[config.mk]
export PLATFORM = sky130hd
export DESIGN_NAME = serial_alu_seq_flat
export DESIGN_NICKNAME = d
export VERILOG_FILES = /design/src/rtl/serial_alu_seq_if.sv /design/src/rtl/serial_alu_seq.sv /design/src/flat_wrapper.sv
export SDC_FILE = /design/constraint.sdc
export NUM_CORES = 1
export LEC_CHECK = 0
export ABC_AREA = 1
export BUFFER_PORTS_ARGS = -buffer_cell sky130_fd_sc_hd__buf_2
export CORE_MARGIN = 5
export CORE_UTILIZATION = 49
export DETAILED_ROUTE_END_ITERATION = 12
export GPL_TIMING_DRIVEN = 0
export PLACE_DENSITY_LB_ADDON = 0.15
export REMOVE_ABC_BUFFERS = 1
export SLEW_MARGIN = 20
export SYNTH_ARGS = -nofsm -noshare
export SYNTH_HDL_FRONTEND = slang
export SYNTH_SLANG_ARGS = --single-unit
[constraint.sdc]
create_clock -name i_clk -period 1.55 [get_ports i_clk]
set_input_delay 0.31 -clock i_clk [delete_from_list [all_inputs] [get_ports i_clk]]
set_output_delay 0.31 -clock i_clk [all_outputs]
set_load 0.01 [all_outputs]
[src/rtl/serial_alu_seq_if.sv]
// Handshake and operand/result bundle for serial_alu_seq.
// The slave modport is the ALU side, and the master modport is the requester side.
interface serial_alu_seq_if #(
    parameter int WIDTH = 8
);
    logic             i_start;
    logic [1:0]       i_op;
    logic [WIDTH-1:0] i_a;
    logic [WIDTH-1:0] i_b;
    logic             o_busy;
    logic             o_done;
    logic [WIDTH-1:0] o_result;
    logic             o_cout;
    logic             o_ovf;

    modport master (
        output i_start, i_op, i_a, i_b,
        input  o_busy, o_done, o_result, o_cout, o_ovf
    );

    modport slave (
        input  i_start, i_op, i_a, i_b,
        output o_busy, o_done, o_result, o_cout, o_ovf
    );
endinterface

[src/rtl/serial_alu_seq.sv]
// Bit-serial ALU that processes one bit per clock, LSB first, through a single 1-bit slice with a registered carry.
// Define SERIAL_ALU_OVF_EN to enable signed-overflow reporting; otherwise o_ovf is tied to 0.
module serial_alu_seq #(
    parameter int WIDTH = 8
) (
    input  logic            i_clk,
    input  logic            i_rst,
    serial_alu_seq_if.slave bus
);
    localparam int             CW     = $clog2(WIDTH);
    localparam logic [CW-1:0]  LAST   = CW'(WIDTH - 1);
    localparam logic [1:0]     OP_ADD = 2'b00;
    localparam logic [1:0]     OP_SUB = 2'b01;
    localparam logic [1:0]     OP_AND = 2'b10;
    localparam logic [1:0]     OP_OR  = 2'b11;

    typedef enum logic [1:0] {ST_IDLE = 2'd0, ST_RUN = 2'd1, ST_DONE = 2'd2} state_t;

    // 1-bit slice primitives: full adder, and gate, or gate
    function automatic logic fa_sum(input logic a, input logic b, input logic c);
        return a ^ b ^ c;
    endfunction

    function automatic logic fa_carry(input logic a, input logic b, input logic c);
        return (a & b) | (c & (a ^ b));
    endfunction

    function automatic logic and_gate(input logic a, input logic b);
        return a & b;
    endfunction

    function automatic logic or_gate(input logic a, input logic b);
        return a | b;
    endfunction

    state_t           r_state;
    state_t           w_next_state;
    logic [WIDTH-1:0] r_a;
    logic [WIDTH-1:0] r_b;
    logic [WIDTH-1:0] r_res_sh;
    logic [1:0]       r_op;
    logic             r_carry;
    logic [CW-1:0]    r_cnt;
    logic             r_busy;
    logic             r_done;
    logic [WIDTH-1:0] r_result;
    logic             r_cout;
    logic             w_last;
    logic             w_b_bit;
    logic             w_slice;
    logic             w_carry_next;
    logic             w_is_arith;

    // State register plus the busy/done flags, which are registered from the next state
    always_ff @(posedge i_clk or posedge i_rst) begin
        if (i_rst) begin
            r_state <= ST_IDLE;
            r_busy  <= 1'b0;
            r_done  <= 1'b0;
        end else begin
            r_state <= w_next_state;
            r_busy  <= (w_next_state == ST_RUN);
            r_done  <= (w_next_state == ST_DONE);
        end
    end

    // Next-state logic
    always_comb begin
        w_next_state = r_state;
        w_last       = (r_cnt == LAST);
        case (r_state)
            ST_IDLE: begin
                if (bus.i_start) begin
                    w_next_state = ST_RUN;
                end else begin
                    w_next_state = ST_IDLE;
                end
            end
            ST_RUN: begin
                if (w_last) begin
                    w_next_state = ST_DONE;
                end else begin
                    w_next_state = ST_RUN;
                end
            end
            ST_DONE: w_next_state = ST_IDLE;
            default: w_next_state = ST_IDLE;
        endcase
    end

    // Single 1-bit slice; for subtraction, B is inverted and the carry is seeded with 1
    always_comb begin
        w_is_arith   = ~r_op[1];
        w_b_bit      = (r_op == OP_SUB) ? ~r_b[0] : r_b[0];
        w_slice      = 1'b0;
        w_carry_next = r_carry;
        case (r_op)
            OP_ADD, OP_SUB: begin
                w_slice      = fa_sum(r_a[0], w_b_bit, r_carry);
                w_carry_next = fa_carry(r_a[0], w_b_bit, r_carry);
            end
            OP_AND:  w_slice = and_gate(r_a[0], r_b[0]);
            OP_OR:   w_slice = or_gate(r_a[0], r_b[0]);
            default: w_slice = 1'b0;
        endcase
    end

    // Operand/result shifting, bit counter and result capture on the RUN->DONE edge
    always_ff @(posedge i_clk or posedge i_rst) begin
        if (i_rst) begin
            r_a      <= '0;
            r_b      <= '0;
            r_res_sh <= '0;
            r_op     <= 2'b00;
            r_carry  <= 1'b0;
            r_cnt    <= '0;
            r_result <= '0;
            r_cout   <= 1'b0;
        end else begin
            case (r_state)
                ST_IDLE: begin
                    if (bus.i_start) begin
                        r_a      <= bus.i_a;
                        r_b      <= bus.i_b;
                        r_op     <= bus.i_op;
                        r_carry  <= (bus.i_op == OP_SUB);
                        r_cnt    <= '0;
                        r_res_sh <= '0;
                    end
                end
                ST_RUN: begin
                    r_a      <= r_a >> 1;
                    r_b      <= r_b >> 1;
                    r_res_sh <= {w_slice, r_res_sh[WIDTH-1:1]};
                    r_carry  <= w_carry_next;
                    r_cnt    <= r_cnt + CW'(1);
                    if (w_last) begin
                        r_result <= {w_slice, r_res_sh[WIDTH-1:1]};
                        r_cout   <= w_is_arith & w_carry_next;
                    end
                end
                default: begin
                    r_cnt <= r_cnt;
                end
            endcase
        end
    end

`ifdef SERIAL_ALU_OVF_EN
    logic r_carry_msb;
    logic r_ovf;

    // On the last RUN cycle, r_carry is the carry into the MSB; overflow is that XOR the carry out
    always_ff @(posedge i_clk or posedge i_rst) begin
        if (i_rst) begin
            r_carry_msb <= 1'b0;
            r_ovf       <= 1'b0;
        end else if ((r_state == ST_RUN) && w_last) begin
            r_carry_msb <= r_carry;
            r_ovf       <= w_is_arith & (r_carry ^ w_carry_next);
        end else begin
            r_carry_msb <= r_carry_msb;
            r_ovf       <= r_ovf;
        end
    end

    assign bus.o_ovf = r_ovf;
`else
    assign bus.o_ovf = 1'b0;
`endif

    assign bus.o_busy   = r_busy;
    assign bus.o_done   = r_done;
    assign bus.o_result = r_result;
    assign bus.o_cout   = r_cout;
endmodule
[src/flat_wrapper.sv]
// flat-port wrapper written by rule: the top's interface ports become plain ports
module serial_alu_seq_flat 
#(
    parameter int WIDTH = 8
)
  (i_clk, i_rst, bus_i_start, bus_i_op, bus_i_a, bus_i_b, bus_o_busy, bus_o_done, bus_o_result, bus_o_cout, bus_o_ovf);
  serial_alu_seq_if #(.WIDTH(WIDTH)) bus_i ();
  input  logic i_clk;
  input  logic i_rst;
  input wire logic [$bits(bus_i.i_start)-1:0] bus_i_start;
  input wire logic [$bits(bus_i.i_op)-1:0] bus_i_op;
  input wire logic [$bits(bus_i.i_a)-1:0] bus_i_a;
  input wire logic [$bits(bus_i.i_b)-1:0] bus_i_b;
  output wire logic [$bits(bus_i.o_busy)-1:0] bus_o_busy;
  output wire logic [$bits(bus_i.o_done)-1:0] bus_o_done;
  output wire logic [$bits(bus_i.o_result)-1:0] bus_o_result;
  output wire logic [$bits(bus_i.o_cout)-1:0] bus_o_cout;
  output wire logic [$bits(bus_i.o_ovf)-1:0] bus_o_ovf;
  assign bus_i.i_start = bus_i_start;
  assign bus_i.i_op = bus_i_op;
  assign bus_i.i_a = bus_i_a;
  assign bus_i.i_b = bus_i_b;
  assign bus_o_busy = bus_i.o_busy;
  assign bus_o_done = bus_i.o_done;
  assign bus_o_result = bus_i.o_result;
  assign bus_o_cout = bus_i.o_cout;
  assign bus_o_ovf = bus_i.o_ovf;
  serial_alu_seq #(.WIDTH(WIDTH)) u_core (.i_clk(i_clk), .i_rst(i_rst), .bus(bus_i));
endmodule
[Word level (Yosys, flattened, before mapping)]
Index checks and enable logic that the tools add are counted.
Storage, ports and cells
  word-level logic and storage cells: 54
  register bits: 43
  output and inout port bits: 12
Operators by class
  equal/unequal tests: 9
  reductions and logical operators: 7
  multiplexer cells: 16
  bitwise operators: 10
  add/subtract/negate cells: 1
Operator list (count)
  case mux 8 bit (2 select lines): 3
  2-to-1 mux 8 bit: 3
  equality test 2 x 1 -> 1 bit (second input constant): 4
  equality test 2 bit (second input constant): 3
  case mux 3 bit (2 select lines): 1
  AND reduction 2 bit: 3
  bitwise AND 1 bit: 4
  logical NOT 2 bit: 2
  2-to-1 mux 1 bit: 4
  case mux 2 bit (2 select lines): 1
  adder 3 x 1 -> 3 bit (second input constant): 1
  equality test 3 bit (second input constant): 1
  2-to-1 mux 3 bit: 1
  case mux 1 bit (3 select lines): 1
  2-to-1 mux 2 bit: 1
  != test 2 bit (second input constant): 1
  inverter 1 bit: 2
  bitwise OR 1 bit: 2
  case mux 1 bit (2 select lines): 1
  nonzero test 2 bit: 1
  OR reduction 2 bit: 1
  XOR 1 bit: 2

[Depth between registers and ports, before layout]
Gate-level depths: netlist (run 1).
  word-level depth: 7
  gate-level depth with buffers: 10
  gate-level depth less buffers: 10

[Worst setup path before layout (run 1)]
Ideal clock, no wire load.
  path type: reg-to-reg
  start: reg u_core.r_op[0]
  end: reg u_core.r_result[7], in the netlist u_core.bus.o_result[7]
  required time: 1.485 ns
  setup slack: -0.037 ns
  cell stages (with the launch flop): 9
  library setup time: 0.065 ns
  data arrival time: 1.522 ns
  clock period less this slack: 1.587 ns
  cells stage by stage: dfrtp_1 -> nor2_1 -> nor2_1 -> a21oi_1 -> fa_1 -> or2_2 -> nand2_1 -> nand2_1 -> nand2_1
Between the ends
  word-level cells in the longest chain between the ends: 5
Ends and longest elaborated chain
  from (decl): line serial_alu_seq.sv:41  | logic [1:0] r_op;
  from (signal assigned): line serial_alu_seq.sv:125  | r_op <= bus.i_op;
  equality test 2 x 1 -> 1 bit: line serial_alu_seq.sv:94, serial_alu_seq.sv:97
  2-to-1 mux 1 bit: line serial_alu_seq.sv:94  | w_b_bit = (r_op == OP_SUB) ? ~r_b[0] : r_b[0];
  XOR 1 bit (2 in series): line serial_alu_seq.sv:21  | return a ^ b ^ c;
  case mux 1 bit (3 select lines) *: line serial_alu_seq.sv:97  | case (r_op)
  to (signal assigned): line serial_alu_seq.sv:138  | r_result <= {w_slice, r_res_sh[WIDTH-1:1]};
  to (decl): line serial_alu_seq.sv:46  | logic [WIDTH-1:0] r_result;
Mark *: on every way between the ends. The rest lies on a longest branch, timed or not.
A chain may end at the register's enable or synchronous reset.

[Final worst setup path (run 1)]
  start: reg u_core.r_b[0]
  end: reg u_core.r_result[7], in the netlist u_core.bus.o_result[7]
Between the ends
  word-level cells in the longest chain between the ends: 5
Ends and longest elaborated chain
  from (decl): line serial_alu_seq.sv:39  | logic [WIDTH-1:0] r_b;
  from (signal assigned): line serial_alu_seq.sv:124  | r_b <= bus.i_b;
  from (signal assigned): line serial_alu_seq.sv:133  | r_b <= r_b >> 1;
  inverter 1 bit: line serial_alu_seq.sv:94
  2-to-1 mux 1 bit: line serial_alu_seq.sv:94
  XOR 1 bit (2 in series): line serial_alu_seq.sv:21
  case mux 1 bit (3 select lines) *: line serial_alu_seq.sv:97
Marked as above.

==> run metrics, run 1 <==
static leakage 1.139 nW; hpwl dp 2.352 mm; Final min period 1671 ps; Num CTS Buffers 5; Antenna Cells 0; final-report setup violation count 2; Crit Path Class flop to flop; syn avg cell area 9.184 µm²; P per Cell Area 2040 nW/µm²; pin count of the biggest net entering global routing 27; Via Count 1443; # placed instances 274; share of cells above drive strength 1 29.63%; Starting Density 50.92%; all-layer global routing usage 14.97%; Routed WL per cell 12.33 µm; Max Fclk 0.5983 GHz; synth cell count leaders 50 x nand2_1, 42 x dfrtp_1, 20 x o21ai_0; Tightest Hold Check Type input port to asynchronous set/reset pin; RSZ-0062 raised after global routing true; worst hold slack 18.63 ps; vias per cell 4.959; initial DRC count 61; Required @ worst endpoint 1780 ps; RePlAce Congestion 0.7308; final setup margin -121.3 ps; Clock transition at path regs 80 ps; global-route wire length before repair 6.051 mm; Die ar. 5138 µm²; violated checks setup timing; DP Area 2026 µm²; CTS Buffer Depth 2; Syn Inst Count 203; Residual DRC 0; Clock Tree Root clkbuf_8; final non-filler cell total 291; Detailed Routing Iterations Pass 1 5; Fillers 336; I/O Pins 33; Worst Path Arrival 1900 ps; hold buffer count at CTS 0; EDFF count, synth 0; Final Cell Area 2213 µm²; DP Worst Slack -147.5 ps; Final period util 107.8%; Hold Vio Cnt, Final 0; yosys warns 0; status finished, violations left; row count 22; Async S/R FF share, synth 100.0%; CP Launch Type flop; CTS tree yes; vias in the first global route 1415; Die Span X 71.68 µm; Routed Antenna Nets 0; maximum vdd ir drop 1.143 mV; Synth area leader dfrtp_1; Syn-to-layout area delta 18.72%; Seq/Total Area, Yosys 56.38%; final WL 3.589 mm; top cell type's share of synthesized area 56.38%; initial antenna violation count 0; met1 Track Usage GR 18.08%; most numerous cell in the Yosys netlist nand2_1; clk_lat worst skew 290 ps; final slew viol count 0; htree depth 2; Clock Skews 5.579 ps; GR peak layer met2; Post-Syn Area 1864 µm²; Die Ht 71.68 µm; max cap viols 0; Post-Route Setup TNS -236.5 ps; Most used DFF post-synth dfrtp_1; grt ovf 0; CP Capture Type flop; GRT met3 Usage 4.769%; Nets 266; post-synthesis cell type count 22; main area contributors after synthesis dfrtp_1 56%, nand2_1 10%, o21ai_0 5.4%; Port-buffer cells 31; core area 3661 µm²; count of state elements after synthesis 42; clk sinks 42; grt met2 use 24.59%; Max FO, Critical Path 4
==> area by class of cell <==
type,instances,area (µm²),area share [%]
Clock buffer,7,86.33,3.901
Tap cell,48,60.06,2.713
Timing Repair Buffer,41,250.2,11.31
Multi-Input combinational cell,131,676.9,30.58
Inverter,21,83.83,3.787
Sequential cell,42,1051,47.48
Clock inverter,1,5.005,0.2261
==> metrics by stage <==
| stage | total power, mW | util [%] |
|---|---|---|
| 3_5_place_dp | 3.539 | 55.33 |
| 5_1_grt | 4.937 | 60.46 |
| 2_1_floorplan | 3.053 | - |
| 6_report | 4.515 | 60.46 |
| 3_3_place_gp | 3.473 | 54.58 |
| 4_1_cts | 4.460 | 59.50 |
==> sequential cells by signal, summed over array words and instances (netlist names), 2 cells and up <==
name and count:
u_core.r_state 2, u_core.r_b 8, u_core.r_res_sh 7, u_core.bus.o_result 8
u_core.r_a 8, u_core.r_op 2, u_core.r_cnt 3
==> placed cells by master (no fill, tap or decap), drive strengths merged <==
master	synthesis	routed
a21oi	2	2
nand2	54	54
buf	8	41
or2	1	1
dfrtp	42	42
o22ai	6	6
nand3	4	4
nor3	2	2
fa	1	1
o21ai	39	39
clkbuf	1	7
inv	21	21
ha	2	2
conb	1	1
clkinv	0	1
nor2	19	19
==> kinds of logic after synthesis <==
group | after synthesis | share of synthesized area [%]
compound gates | 47 | 14.43
flops | 42 | 56.38
buf+inv | 30 | 8.589
fa+ha+maj | 3 | 2.416
simple gates | 80 | 17.99
other cells | 1 | 0.2011
==> final timing paths <==
check	from	endpoint	slack [ps]	depth (start not counted)
worst max register to register	u_core.r_b[0]$_DFFE_PP0P_	u_core.bus.o_result[7]$_DFFE_PP0P_	-120	9
min in group i_clk	bus_i_a[7]	u_core.r_a[7]$_DFFE_PP0P_	260	3
worst max-delay path	u_core.r_b[0]$_DFFE_PP0P_	u_core.bus.o_result[7]$_DFFE_PP0P_	-120	9
worst min register to register	u_core.r_cnt[0]$_DFFE_PP0P_	u_core.r_cnt[0]$_DFFE_PP0P_	480	1
max in group asynchronous	i_rst	u_core.bus.o_result[1]$_DFFE_PP0P_	1070	3
worst min-delay path	i_rst	u_core.r_a[4]$_DFFE_PP0P_	20	2
==> critical path: stages, from the launching register on <==
cell	delay [ps]
dfrtp_1	460
nand2_2	100
nand2_2	70
nor2_2	40
a21oi_2	110
fa_1	420
or2_4	240
nand2_2	70
nand2_2	50
nand2_2	60
==> repair_timing <==
action                                  CTS  global route
gates resized for setup                   6             5
gates cloned                              0             0
endpoints found under the setup margin    5             4
buffers inserted                          6             3
pin swaps                                 4             7
==> per-layer routing <==
metal | vias up | part of all wire [%]
met4 | 0 | 1.6
li1 | 726 | -
met5 | - | 0
met1 | 674 | 42
met2 | 37 | 50
met3 | 6 | 6.0
==> power breakdown <==
group	switching (mW)	total, mW	internal (mW)	leakage [nW]
clock	0.349	0.708	0.359	0.0482
combinational	1.17	1.98	0.809	0.568
sequential	0.240	1.83	1.59	0.523
total	1.76	4.51	2.75	1.14
(Power assumes the default switching activity.)
==> inputs of run 2 (changes only) <==
Settings changed: ABC_AREA 1 to default, CORE_MARGIN 5 to default, SKIP_LAST_GASP from default to 1.
==> run metrics, run 2 <==
status finished, violations left; violated checks setup timing; Worst Path Arrival 1770 ps (-130 ps); static leakage 1.103 nW (-3.2%); clk_lat worst skew 280 ps (about the same); final-report setup violation count 1 (-1); most frequent cells in the layout 39 x dfrtp_1, 31 x buf_2, 17 x o21ai_1; final slew viol count 0 (unchanged); Synth area leader dfrtp_1; Clock Skews 3.406 ps (-2.172 ps); RePlAce Congestion 0.7819 (+7.0%); Routed Antenna Nets 0 (unchanged); count of state elements after synthesis 42 (unchanged); CP Capture Type flop; Die Span X 64.42 µm (-10%); Routed WL per cell 14.85 µm (+20%); Max Fclk 0.6264 GHz (+4.7%); Num CTS Buffers 5 (unchanged); Clock Tree Root clkbuf_8; hpwl dp 2.417 mm (+2.8%); I/O Pins 33 (unchanged); Tightest Hold Check Type input port to flop; Die ar. 4150 µm² (-19%); Max FO, Critical Path 2 (-2); syn avg cell area 11.37 µm² (+24%); Setup crit start u_core.r_op[0]$_DFFE_PP0N_; core area 3689 µm² (+0.75%); Detailed Routing Iterations Pass 1 4 (-1); maximum vdd ir drop 1.030 mV (-10%); Port-buffer cells 31 (unchanged); Hold Vio Cnt, Final 0 (unchanged); synth cell count leaders 42 x dfrtp_1, 17 x o21ai_1, 15 x nor2b_1; yosys warns 0 (unchanged); final setup margin -46.35 ps (+74.92 ps); final WL 3.757 mm (+4.7%); commonest non-fill, non-tap cell in the layout dfrtp_1; Hold Startpoint bus_i_op[0]; Multi-input gate area 803.3 µm² (+19%); top cell type's share of synthesized area 55.05% (-1.3 points); Final period util 103.0% (-4.8 points); Syn Inst Count 168 (-17%); reg-to-reg startpoint u_core.r_op[0]$_DFFE_PP0N_; DP Worst Slack -491.6 ps (-344.1 ps); max cap viols 0 (unchanged); FF/Latch Area 1060 µm² (+0.83%); Post-Syn Area 1909 µm² (+2.4%); Clock transition at path regs 70 ps (about the same); DP Area 2077 µm² (+2.5%); htree depth 2 (unchanged); all-layer global routing usage 20.82% (+5.8 points); Async S/R FF share, synth 100.0% (unchanged); Most used DFF post-synth dfrtp_1; share of cells above drive strength 1 31.71% (+2.1 points); Required @ worst endpoint 1730 ps (-50 ps); main area contributors after synthesis dfrtp_1 55%, a22oi_1 5.5%, nor2b_1 4.9%; Nets 228 (-14%); Residual DRC 0 (unchanged); CP Launch Type flop; post-synthesis cell type count 31 (+41%); Crit Path Class flop to flop; Final min period 1596 ps (-74.92 ps); CTS Buffer Depth 2 (unchanged); Final Cell Area 2291 µm² (+3.5%); grt ovf 0 (unchanged); EDFF count, synth 0 (unchanged); CTS tree yes; most numerous cell in the Yosys netlist dfrtp_1; Via Count 1394 (-3.4%); global-route wire length before repair 6.630 mm (+9.6%); Syn-to-layout area delta 19.99%; Die Ht 64.42 µm (-10%); P per Cell Area 1804 nW/µm² (-12%); initial antenna violation count 0 (unchanged); row count 22 (unchanged); vias per cell 5.510 (+11%); RSZ-0062 raised after global routing true; Antenna Cells 0 (unchanged); Seq/Total Area, Yosys 55.05% (-1.3 points); vias in the first global route 1434 (+1.3%); Fillers 336 (unchanged); initial DRC count 65 (+6.6%); pin count of the biggest net entering global routing 32 (+19%); clk sinks 42 (unchanged); Starting Density 51.76% (+0.84 points)
run 2: changes by cell type after synthesis, moves of 9 or more:
cell / change
a21oi_1: +10
a22o_1: +9
a22oi_1: +14
inv_1: -13
nand2_1: -39
nor2_1: -17
nor2b_1: +15
o21ai_0: -19
run 2: final timing paths:
| path | endpoint | slack (ps) | cells past startpoint |
|---|---|---|---|
| max | u_core.bus.o_result[7]$_DFFE_PP0P_ | -50 | 6 |
| min in group asynchronous | u_core.bus.o_result[4]$_DFFE_PP0P_ | 510 | 3 |
| max reg2reg | u_core.bus.o_result[7]$_DFFE_PP0P_ | -50 | 6 |
| max in group asynchronous | u_core.r_state[0]$_DFF_PP0_ | 580 | 4 |
| min | u_core.r_op[0]$_DFFE_PP0N_ | 260 | 2 |
| min reg2reg | u_core.bus.o_cout$_DFFE_PP0P_ | 480 | 2 |
run 2: critical path, cell delays in order (launching register included):
cell	delay, ps
dfrtp_1	380
nor2b_4	140
xnor2_2	120
fa_1	480
nand2b_1	70
nor2b_1	130
a22o_1	180
run 2: cell families after synthesis:
| group | share of synthesized area [%] |
|---|---|
| multiplexers | 6.291 |
| AO/OA/AOI/OAI | 19.46 |
| adder cells (fa/ha/maj) | 2.359 |
| other | 0.1964 |
| flip-flops | 55.05 |
| XOR/XNOR | 0.4588 |
| AND/OR/NAND/NOR | 11.14 |
| buffers and inverters | 5.046 |
run 2: repair_timing:
action	4_1_cts	5_1_grt
pin swaps	1	0
buffers inserted	3	4
setup endpoints to repair	40	35
hold endpoints to repair	11	0
gates resized for setup	11	2
hold buffers	1	0
run 2: stage by stage:
| step | utilization [%] | cells | TNS, ps | power (mW) | hold WS, ps |
|---|---|---|---|---|---|
| after detailed placement | 56.31 | 237 | -13880 | 3.243 | 264.1 |
| after global placement | 55.70 | 236 | -28230 | 3.149 | 457.1 |
| after global routing | 62.11 | 253 | -371.9 | 4.478 | 242.5 |
| final | 62.11 | 253 | -46.35 | 4.133 | 258.8 |
| after floorplan | - | 157 | -3785 | 2.816 | 444.7 |
| after CTS | 60.69 | 249 | -84.36 | 4.074 | 251.2 |
run 2: area by class of cell:
class	count	share of cell area (%)
well taps	48	2.622
clock inverters	1	0.2185
multi-input cells	108	35.06
clock buffers	7	3.768
repair buffers	40	10.92
inverters	7	1.147
flip-flops and latches	42	46.26
run 2: where the power goes:
group	switching, mW	internal [mW]	total (mW)
logic	0.682	0.820	1.50
registers	0.385	1.54	1.93
clock network	0.343	0.359	0.702
run 2: layer usage:
metal | share of wire, % | vias up | track usage (%)
met5 | 0 | - | 0
met4 | 1.9 | 0 | 7.500
met3 | 3.0 | 8 | 3.873
met2 | 51 | 31 | 34.61
met1 | 44 | 693 | 27.16
li1 | - | 662 | -
